[config.mk]
export PLATFORM = sky130hd
export DESIGN_NAME = crc8_frame_rx_flat
export DESIGN_NICKNAME = d
export VERILOG_FILES = /design/src/rtl/crc8_frame_rx_if.sv /design/src/rtl/crc8_frame_rx.sv /design/src/flat_wrapper.sv
export SDC_FILE = /design/constraint.sdc
export NUM_CORES = 1
export LEC_CHECK = 0
export ABC_AREA = 0
export CAP_MARGIN = 20
export CORE_ASPECT_RATIO = 2
export CORE_MARGIN = 1
export CORE_UTILIZATION = 61
export DETAILED_ROUTE_END_ITERATION = 10
export PLACE_DENSITY = 0.95
export SYNTH_ARGS = -nofsm -noshare
export SYNTH_HDL_FRONTEND = slang
export SYNTH_SLANG_ARGS = --single-unit
[constraint.sdc]
create_clock -name clk -period 4.1 [get_ports clk]
set_input_delay 0.82 -clock clk [delete_from_list [all_inputs] [get_ports clk]]
set_output_delay 0.82 -clock clk [all_outputs]
set_load 0.01 [all_outputs]
[src/rtl/crc8_frame_rx_if.sv]
// Bit-serial link bundle between the PHY/bit-sync side (master) and the CRC-8 frame receiver (slave).
// CRC8_FRAME_RX_STATS_EN adds the good/bad frame counters.
interface crc8_frame_rx_if;
   logic       sof;
   logic       bitval;
   logic       bitstrb;
   logic [7:0] data;
   logic       data_valid;
   logic [7:0] len;
   logic       frame_done;
   logic       crc_ok;
   logic       len_err;
   logic       to_err;
   logic       busy;
`ifdef CRC8_FRAME_RX_STATS_EN
   logic [15:0] good_cnt;
   logic [15:0] bad_cnt;
`endif

   modport master (
      output sof, bitval, bitstrb,
      input  data, data_valid, len, frame_done, crc_ok, len_err, to_err, busy
`ifdef CRC8_FRAME_RX_STATS_EN
      , good_cnt, bad_cnt
`endif
   );

   modport slave (
      input  sof, bitval, bitstrb,
      output data, data_valid, len, frame_done, crc_ok, len_err, to_err, busy
`ifdef CRC8_FRAME_RX_STATS_EN
      , good_cnt, bad_cnt
`endif
   );
endinterface

[src/rtl/crc8_frame_rx.sv]
// Serial CRC-8 (poly 0xD5, init 0, MSB-first) frame receiver: [LEN][payload][CRC].
// Optional good/bad frame counters are enabled by CRC8_FRAME_RX_STATS_EN.
module crc8_frame_rx #(
   parameter int unsigned MAX_LEN = 16,
   parameter int unsigned TIMEOUT = 1024
) (
   input logic          clk,
   input logic          clear,
   crc8_frame_rx_if.slave bus
);

   localparam logic [7:0]  MaxLenB = 8'(MAX_LEN);
   localparam logic [15:0] ToLast  = 16'(TIMEOUT - 1);

   typedef enum logic [1:0] {StIdle, StLen, StData, StCrc} state_e;

   state_e      state_q;
   logic [7:0]  crc_q;
   logic [6:0]  sr_q;
   logic [2:0]  bit_cnt_q;
   logic [7:0]  byte_cnt_q;
   logic [15:0] to_cnt_q;
   logic [7:0]  data_q;
   logic [7:0]  len_q;
   logic        data_valid_q;
   logic        frame_done_q;
   logic        crc_ok_q;
   logic        len_err_q;
   logic        to_err_q;

   logic [7:0] byte_nxt;
   logic [7:0] crc_nxt;

   always_comb begin
      byte_nxt = {sr_q, bus.bitval};
      crc_nxt  = {crc_q[6:0], 1'b0} ^ ((bus.bitval ^ crc_q[7]) ? 8'hD5 : 8'h00);
   end

   always_ff @(posedge clk) begin
      if (clear) begin
         state_q      <= StIdle;
         crc_q        <= 8'h00;
         sr_q         <= 7'h00;
         bit_cnt_q    <= 3'd0;
         byte_cnt_q   <= 8'h00;
         to_cnt_q     <= 16'h0000;
         data_q       <= 8'h00;
         len_q        <= 8'h00;
         data_valid_q <= 1'b0;
         frame_done_q <= 1'b0;
         crc_ok_q     <= 1'b0;
         len_err_q    <= 1'b0;
         to_err_q     <= 1'b0;
      end else begin
         data_valid_q <= 1'b0;
         frame_done_q <= 1'b0;
         if (bus.sof) begin
            // A frame in progress is dropped without reporting.
            state_q    <= StLen;
            crc_q      <= 8'h00;
            bit_cnt_q  <= 3'd0;
            byte_cnt_q <= 8'h00;
            to_cnt_q   <= 16'h0000;
            crc_ok_q   <= 1'b0;
            len_err_q  <= 1'b0;
            to_err_q   <= 1'b0;
         end else if (state_q != StIdle) begin
            if (bus.bitstrb) begin
               to_cnt_q  <= 16'h0000;
               crc_q     <= crc_nxt;
               sr_q      <= byte_nxt[6:0];
               bit_cnt_q <= bit_cnt_q + 3'd1;
               if (bit_cnt_q == 3'd7) begin
                  unique case (state_q)
                     StLen: begin
                        len_q <= byte_nxt;
                        if (byte_nxt == 8'h00) begin
                           state_q <= StCrc;
                        end else if (byte_nxt > MaxLenB) begin
                           state_q      <= StIdle;
                           frame_done_q <= 1'b1;
                           len_err_q    <= 1'b1;
                           crc_ok_q     <= 1'b0;
                        end else begin
                           state_q <= StData;
                        end
                     end
                     StData: begin
                        data_q       <= byte_nxt;
                        data_valid_q <= 1'b1;
                        byte_cnt_q   <= byte_cnt_q + 8'd1;
                        if (byte_cnt_q + 8'd1 == len_q) state_q <= StCrc;
                     end
                     StCrc: begin
                        state_q      <= StIdle;
                        frame_done_q <= 1'b1;
                        crc_ok_q     <= (crc_nxt == 8'h00);
                     end
                     default: state_q <= StIdle;
                  endcase
               end
            end else if (to_cnt_q == ToLast) begin
               // Counter would reach TIMEOUT on this idle cycle.
               state_q      <= StIdle;
               to_cnt_q     <= 16'h0000;
               frame_done_q <= 1'b1;
               to_err_q     <= 1'b1;
               crc_ok_q     <= 1'b0;
            end else begin
               to_cnt_q <= to_cnt_q + 16'd1;
            end
         end
      end
   end

   assign bus.data       = data_q;
   assign bus.data_valid = data_valid_q;
   assign bus.len        = len_q;
   assign bus.frame_done = frame_done_q;
   assign bus.crc_ok     = crc_ok_q;
   assign bus.len_err    = len_err_q;
   assign bus.to_err     = to_err_q;
   assign bus.busy       = (state_q != StIdle);

`ifdef CRC8_FRAME_RX_STATS_EN
   logic [15:0] good_cnt_q;
   logic [15:0] bad_cnt_q;

   always_ff @(posedge clk) begin
      if (clear) begin
         good_cnt_q <= 16'h0000;
         bad_cnt_q  <= 16'h0000;
      end else if (frame_done_q) begin
         if (crc_ok_q) begin
            if (good_cnt_q != 16'hFFFF) good_cnt_q <= good_cnt_q + 16'd1;
         end else begin
            if (bad_cnt_q != 16'hFFFF) bad_cnt_q <= bad_cnt_q + 16'd1;
         end
      end
   end

   assign bus.good_cnt = good_cnt_q;
   assign bus.bad_cnt  = bad_cnt_q;
`endif

endmodule

[src/flat_wrapper.sv]
// flat-port wrapper written by rule: the top's interface ports become plain ports
module crc8_frame_rx_flat 
#(
   parameter int unsigned MAX_LEN = 16,
   parameter int unsigned TIMEOUT = 1024
)
  (clk, clear, bus_sof, bus_bitval, bus_bitstrb, bus_data, bus_data_valid, bus_len, bus_frame_done, bus_crc_ok, bus_len_err, bus_to_err, bus_busy);
  crc8_frame_rx_if bus_i ();
  input logic clk;
  input logic clear;
  input wire logic [$bits(bus_i.sof)-1:0] bus_sof;
  input wire logic [$bits(bus_i.bitval)-1:0] bus_bitval;
  input wire logic [$bits(bus_i.bitstrb)-1:0] bus_bitstrb;
  output wire logic [$bits(bus_i.data)-1:0] bus_data;
  output wire logic [$bits(bus_i.data_valid)-1:0] bus_data_valid;
  output wire logic [$bits(bus_i.len)-1:0] bus_len;
  output wire logic [$bits(bus_i.frame_done)-1:0] bus_frame_done;
  output wire logic [$bits(bus_i.crc_ok)-1:0] bus_crc_ok;
  output wire logic [$bits(bus_i.len_err)-1:0] bus_len_err;
  output wire logic [$bits(bus_i.to_err)-1:0] bus_to_err;
  output wire logic [$bits(bus_i.busy)-1:0] bus_busy;
  assign bus_i.sof = bus_sof;
  assign bus_i.bitval = bus_bitval;
  assign bus_i.bitstrb = bus_bitstrb;
  assign bus_data = bus_i.data;
  assign bus_data_valid = bus_i.data_valid;
  assign bus_len = bus_i.len;
  assign bus_frame_done = bus_i.frame_done;
  assign bus_crc_ok = bus_i.crc_ok;
  assign bus_len_err = bus_i.len_err;
  assign bus_to_err = bus_i.to_err;
  assign bus_busy = bus_i.busy;
  crc8_frame_rx #(.MAX_LEN(MAX_LEN), .TIMEOUT(TIMEOUT)) u_core (.clk(clk), .clear(clear), .bus(bus_i));
endmodule
# After elaboration in Yosys (flattened, before gate mapping)
# Cells that the tools add are included.
[classes] n_addsub=3 magnitude_cmp=1 eq_ne=13 n_mux=25 bitwise=7 n_reduce_logical=19
[op_table] cell="16-bit 2-to-1 mux" n=2
[op_table] cell="16-bit by 1-bit adder with 16-bit output (second input constant)" n=1
[op_table] cell="16-bit by 10-bit equality test with 1-bit output (second input constant)" n=1
[op_table] cell="8-bit zero test" n=2
[op_table] cell="1-bit 2-to-1 mux" n=13
[op_table] cell="2-bit 2-to-1 mux" n=6
[op_table] cell="4-bit AND reduction" n=3
[op_table] cell="6-bit AND reduction" n=2
[op_table] cell="5-bit AND reduction" n=2
[op_table] cell="3-bit by 2-bit inequality test with 1-bit output (second input constant)" n=3
[op_table] cell="8-bit by 1-bit adder with 8-bit output (second input constant)" n=1
[op_table] cell="8-bit equality test" n=1
[op_table] cell="8-bit by 5-bit greater-than comparator with 1-bit output (second input constant)" n=1
[op_table] cell="8-bit 2-to-1 mux" n=1
[op_table] cell="8-bit XOR" n=1
[op_table] cell="3-bit AND reduction" n=2
[op_table] cell="2-bit nonzero test" n=3
[op_table] cell="1-bit inverter" n=5
[op_table] cell="5-bit OR reduction" n=1
[op_table] cell="2-bit equality test (second input constant)" n=2
[op_table] cell="4-bit by 3-bit inequality test with 1-bit output (second input constant)" n=1
[op_table] cell="1-bit case mux with 2 select lines" n=2
[op_table] cell="2-bit case mux with 2 select lines" n=1
[op_table] cell="3-bit by 1-bit adder with 3-bit output (second input constant)" n=1
[op_table] cell="10 further kinds" n=10
[totals] ff_bits=65 in_bits=5 output_inout_bits=22 word_cells=82

# Logic depth before layout (Yosys ltp)
[depth] depth_word=8 mapped_depth=10 mapped_depth_nobuf=8

# Worst setup path before layout
# No wires, ideal clock.
[synth_path] path_kind="input-to-reg" start="in bus_bitval" end="reg u_core.state_q[0]" setup_time_ns=0.070 arrival_ns=2.378 required_ns=4.030 slack_ns=1.652 path_stages=5 path_buffers=0 path_cell_list="or4_1 or4_1 a2111oi_0 a211oi_1 a21oi_1"
[synth_between] elab_chain_cells=7
[synth_lines] item="from (decl)" line="flat_wrapper.sv:12" rtl="input wire logic [$bits(bus_i.bitval)-1:0] bus_bitval;"
[synth_lines] item="8-bit zero test" line="crc8_frame_rx.sv:77" rtl="if (byte_nxt == 8'h00) begin"
[synth_lines] item="2-bit 2-to-1 mux" line="crc8_frame_rx.sv:77"
[synth_lines] item="2-bit case mux with 2 select lines" line="crc8_frame_rx.sv:74" rtl="unique case (state_q)"
[synth_lines] item="2-bit 2-to-1 mux" line="crc8_frame_rx.sv:73" rtl="if (bit_cnt_q == 3'd7) begin"
[synth_lines] item="2-bit 2-to-1 mux" line="crc8_frame_rx.sv:68" rtl="if (bus.bitstrb) begin"
[synth_lines] item="1-bit 2-to-1 mux" line="crc8_frame_rx.sv:67" rtl="end else if (state_q != StIdle) begin"
[synth_lines] item="1-bit 2-to-1 mux" line="crc8_frame_rx.sv:57" rtl="if (bus.sof) begin"
[synth_lines] item="to (signal assigned)" line="crc8_frame_rx.sv:59" rtl="state_q <= StLen;"
[synth_lines] item="to (signal assigned)" line="crc8_frame_rx.sv:78" rtl="state_q <= StCrc;"
[synth_lines] item="to (signal assigned)" line="crc8_frame_rx.sv:80" rtl="state_q <= StIdle;"
[synth_lines] item="to (decl)" line="crc8_frame_rx.sv:17" rtl="state_e state_q;"
# Every way passes these cells. The select of a mux whose other input is x is not followed.
# A chain may end at the register's enable or synchronous reset.

# Final worst setup path
[layout_path] start="in bus_bitstrb" end="reg u_core.data_q[7], in the netlist u_core.bus.data[7]"
[layout_between] elab_chain_cells=1
[layout_lines] item="from (decl)" line="flat_wrapper.sv:13" rtl="input wire logic [$bits(bus_i.bitstrb)-1:0] bus_bitstrb;"
[layout_lines] item="5-bit AND reduction (no source line)"
[layout_lines] item="to (signal assigned)" line="crc8_frame_rx.sv:89" rtl="data_q <= byte_nxt;"
[layout_lines] item="to (decl)" line="crc8_frame_rx.sv:23" rtl="logic [7:0] data_q;"
# Every way passes these cells.

==> results.md <==
* Outcome: finished clean
* Die width at 51.21 um
* Core area at 4642 um^2
* Leading area contributor after synthesis: dfxtp_1
* CTS resizes at 0
* # DRC at 0
* Hold Crit Start: u_core.bit_cnt_q[1]$_SDFFE_PP0P_
* GP Congestion at 0.9323
* Crit path buf inv count at 2
* Initial antenna violation count at 0
* TNS Setup at 0 ns
* Vias at 2544
* Initial core utilization at 63.64%
* RSZ-0062 raised after global routing: false
* Final ANT Viol Nets at 0
* Clock Tree Buf Depth at 2
* Count leader, synth: dfxtp_1
* Slew Limit Fails at 0
* Cell count after synthesis at 347
* DIE AREA at 5142 um^2
* Critical Path AT at 3.10 ns
* DP HPWL at 4756 um
* Power density over the cells at 369.0 nW/um^2
* Skew final at 0.01064 ns
* Drt pass-1 iters at 4
* Reg clk slew, reported paths at 0.07 ns
* Worst-Margin Slew at 0.8239 ns
* Port bufs at 26
* Pre-CTS setup slack at 0.9675 ns
* Total Wirelength at 6835 um
* Sw frac at 22.16%
* Fin crit period at 2.820 ns
* Required time of the critical path at 4.38 ns
* CP max stage delay at 0.63 ns
* Netlist cell types at 46
* Top_reg_cell synth: dfxtp_1
* Net switching power figure at 0.2816 mW
* Max FO, Critical Path at 15
* Inserted Clock Buffers at 9
* Final setup violation count at 0
* Peak VDD IR at 323.7 uV
* Fillers at 340
* Max-cap violations at 0
* Post-CTS Setup Inserts at 0
* Top cell type's share of synthesized area at 44.05%
* Internal Power at 0.9891 mW
* Wirelength per Cell at 15.86 um
* Largest net degree at the start of global routing at 27
* Cell family with most CP delay: simple AND/OR/NAND/NOR gates
* I/O pin total at 27
* Critical path cell sequence: clkdlybuf4s50_1 -> nor2b_1 -> buf_4 -> nand3_1 -> nor2_1 -> nand2_1 -> a21oi_1
* Global-route wire length before repair at 11420 um
* Final instance area at 3443 um^2
* H-tree lvl count at 3
* GRT overflow at 0
* Proportion of layout cells with a drive suffix above 1 at 6.649%
* Placed inst area at 3234 um^2
* Crit path capture type: flip-flop
* Vias per cell at 5.903
* CP max stage cell: clkdlybuf4s50_1
* Total Power at 1.271 mW
* Comb pwr share at 4.0%
* Final setup margin at 1.280 ns
* Async set or reset register ratio after synthesis at 0%
* Relative slew slack at 44.77%
* 1st-iter DRT viols at 76
* Clock root cell: clkbuf_8
* Syn Nets at 360
* Final count of hold timing violations at 0
* Hold crit path type: reg -> reg
* Clock power frac at 45.8%
* P_leak at 1.204 nW
* Yosys reg bits at 65
* Ranking of synthesized cells by area: dfxtp_1, xor2_1, nor2_1, nand2_1, a21oi_1
* Total Nets Final at 385
* Flop pwr share at 50.2%
* Non-filler instance count after layout at 431
* Synth top cells by count: dfxtp_1, nor2_1, nand2_1, a21oi_1, xor2_1
* Crit path launch: bus_bitstrb
* Crit path launch type: input pin
* FMAX at 354.6 MHz
* CTS tree: yes
* Post-synth EDFFs at 0
* GRT Total Usage at 30.41%
* Hold-fix buffers, CTS at 0
* Crit Path Class: in -> reg
* Synth warn at 0
* Vias in the first global route at 2546
* Rows at 35
* Syn Area/Cell at 8.513 um^2
* Fin crit share at 68.78%
* Syn Std Cell Area at 2954 um^2
* Dpl cells at 416
* ANT cells at 0
* Die height at 100.4 um
* Num Clock Sinks at 65
* Reg2reg start: u_core.state_q[0]$_SDFFE_PP0P_
* Area Overhead vs Synth at 16.56%
* Register area share after synthesis at 44.05%
* Clock Latency Late Sink at 0.35 ns
kinds of logic after synthesis:
group / count (synthesis) / synth area share, %
xor+xnor: 36 / 10.67
flops: 65 / 44.05
buf+inv: 24 / 3.685
compound gates: 66 / 12.92
fa+ha+maj: 8 / 3.389
simple gates: 138 / 21.90
mux: 10 / 3.389
worst reg2reg max path, delay by kind of cell (launching register included):
kind / cells / cell delay [ns]
and+or+nand+nor: 4 / 1.23
DFF: 1 / 0.40
adders and majority gates: 1 / 0.32
AOI/OAI and AO/OA: 1 / 0.16
buffers and inverters: 2 / 0.33
registers in the layout, summed over array words and instances, names as in the netlist:
signal and count:
u_core.bus.frame_done 1, u_core.bus.crc_ok 1, u_core.bit_cnt_q 3, u_core.to_cnt_q 16
u_core.bus.to_err 1, u_core.state_q 2, u_core.bus.data_valid 1, u_core.bus.len_err 1
u_core.bus.len 8, u_core.crc_q 8, u_core.byte_cnt_q 8, u_core.sr_q 7
u_core.bus.data 8
placed cells by master (no fill, tap or decap), types with 2 or more instances in the layout:
master,instances
or4_1,2
and3_1,4
mux2i_1,10
nor2b_1,2
a211oi_1,2
a21oi_1,30
o21ai_0,15
nand2_1,43
nand3_1,11
dfxtp_1,65
nor3_1,4
xnor2_1,15
o21a_1,2
inv_1,7
clkdlybuf4s50_1,26
nor2_1,45
nand2b_1,2
nor4_1,4
nand4_1,6
o21ai_1,7
buf_4,4
or3_1,5
ha_1,8
bufinv_16,2
a31oi_1,2
clkbuf_8,9
xor2_1,21
final cells by class:
type                    count  area, um^2  share of cell area [%]
well taps                  55       68.82                   1.999
clock buffers              10       127.6                   3.706
flip-flops and latches     65        1301                   37.79
clock inverters             5       81.33                   2.362
repair buffers             30       290.3                   8.430
inverters                   8       30.03                  0.8721
multi-input cells         258        1544                   44.84
per-layer routing:
metal,up-vias,track usage [%],share of wire (%)
met1,1204,29.54,37
met4,0,17.74,3.7
met2,76,55.26,56
met3,25,7.727,4.0
li1,1239,-,-
met5,-,0,0
through the flow:
stage | hold WS, ns | util [%]
detailed placement | 0.4568 | 69.68
global route | 0.4882 | 74.18
CTS | 0.4669 | 74.18
finish | 0.4657 | 74.18
floorplan | 0.4400 | -
global placement | 0.4454 | 69.68
worst paths after layout:
path                                                         end  cells past startpoint  slack (ns)
worst max-delay path             u_core.bus.data[7]$_SDFFE_PP0P_                      7        1.28
worst min register to register  u_core.bit_cnt_q[1]$_SDFFE_PP0P_                      2        0.47
worst min-delay path            u_core.bit_cnt_q[1]$_SDFFE_PP0P_                      2        0.47
worst max register to register   u_core.bus.data[7]$_SDFFE_PP0P_                      8        1.59
power groups by stage:
stage	registers [mW]	clock network (mW)	logic (mW)
after floorplan	0.651	0	0.0366
after global placement	0.652	0	0.0484
after detailed placement	0.652	0	0.0498
after CTS	0.637	0.587	0.0506
after global routing	0.638	0.613	0.0564
final	0.638	0.582	0.0510
Note: power is estimated with default switching activity, not from simulation.
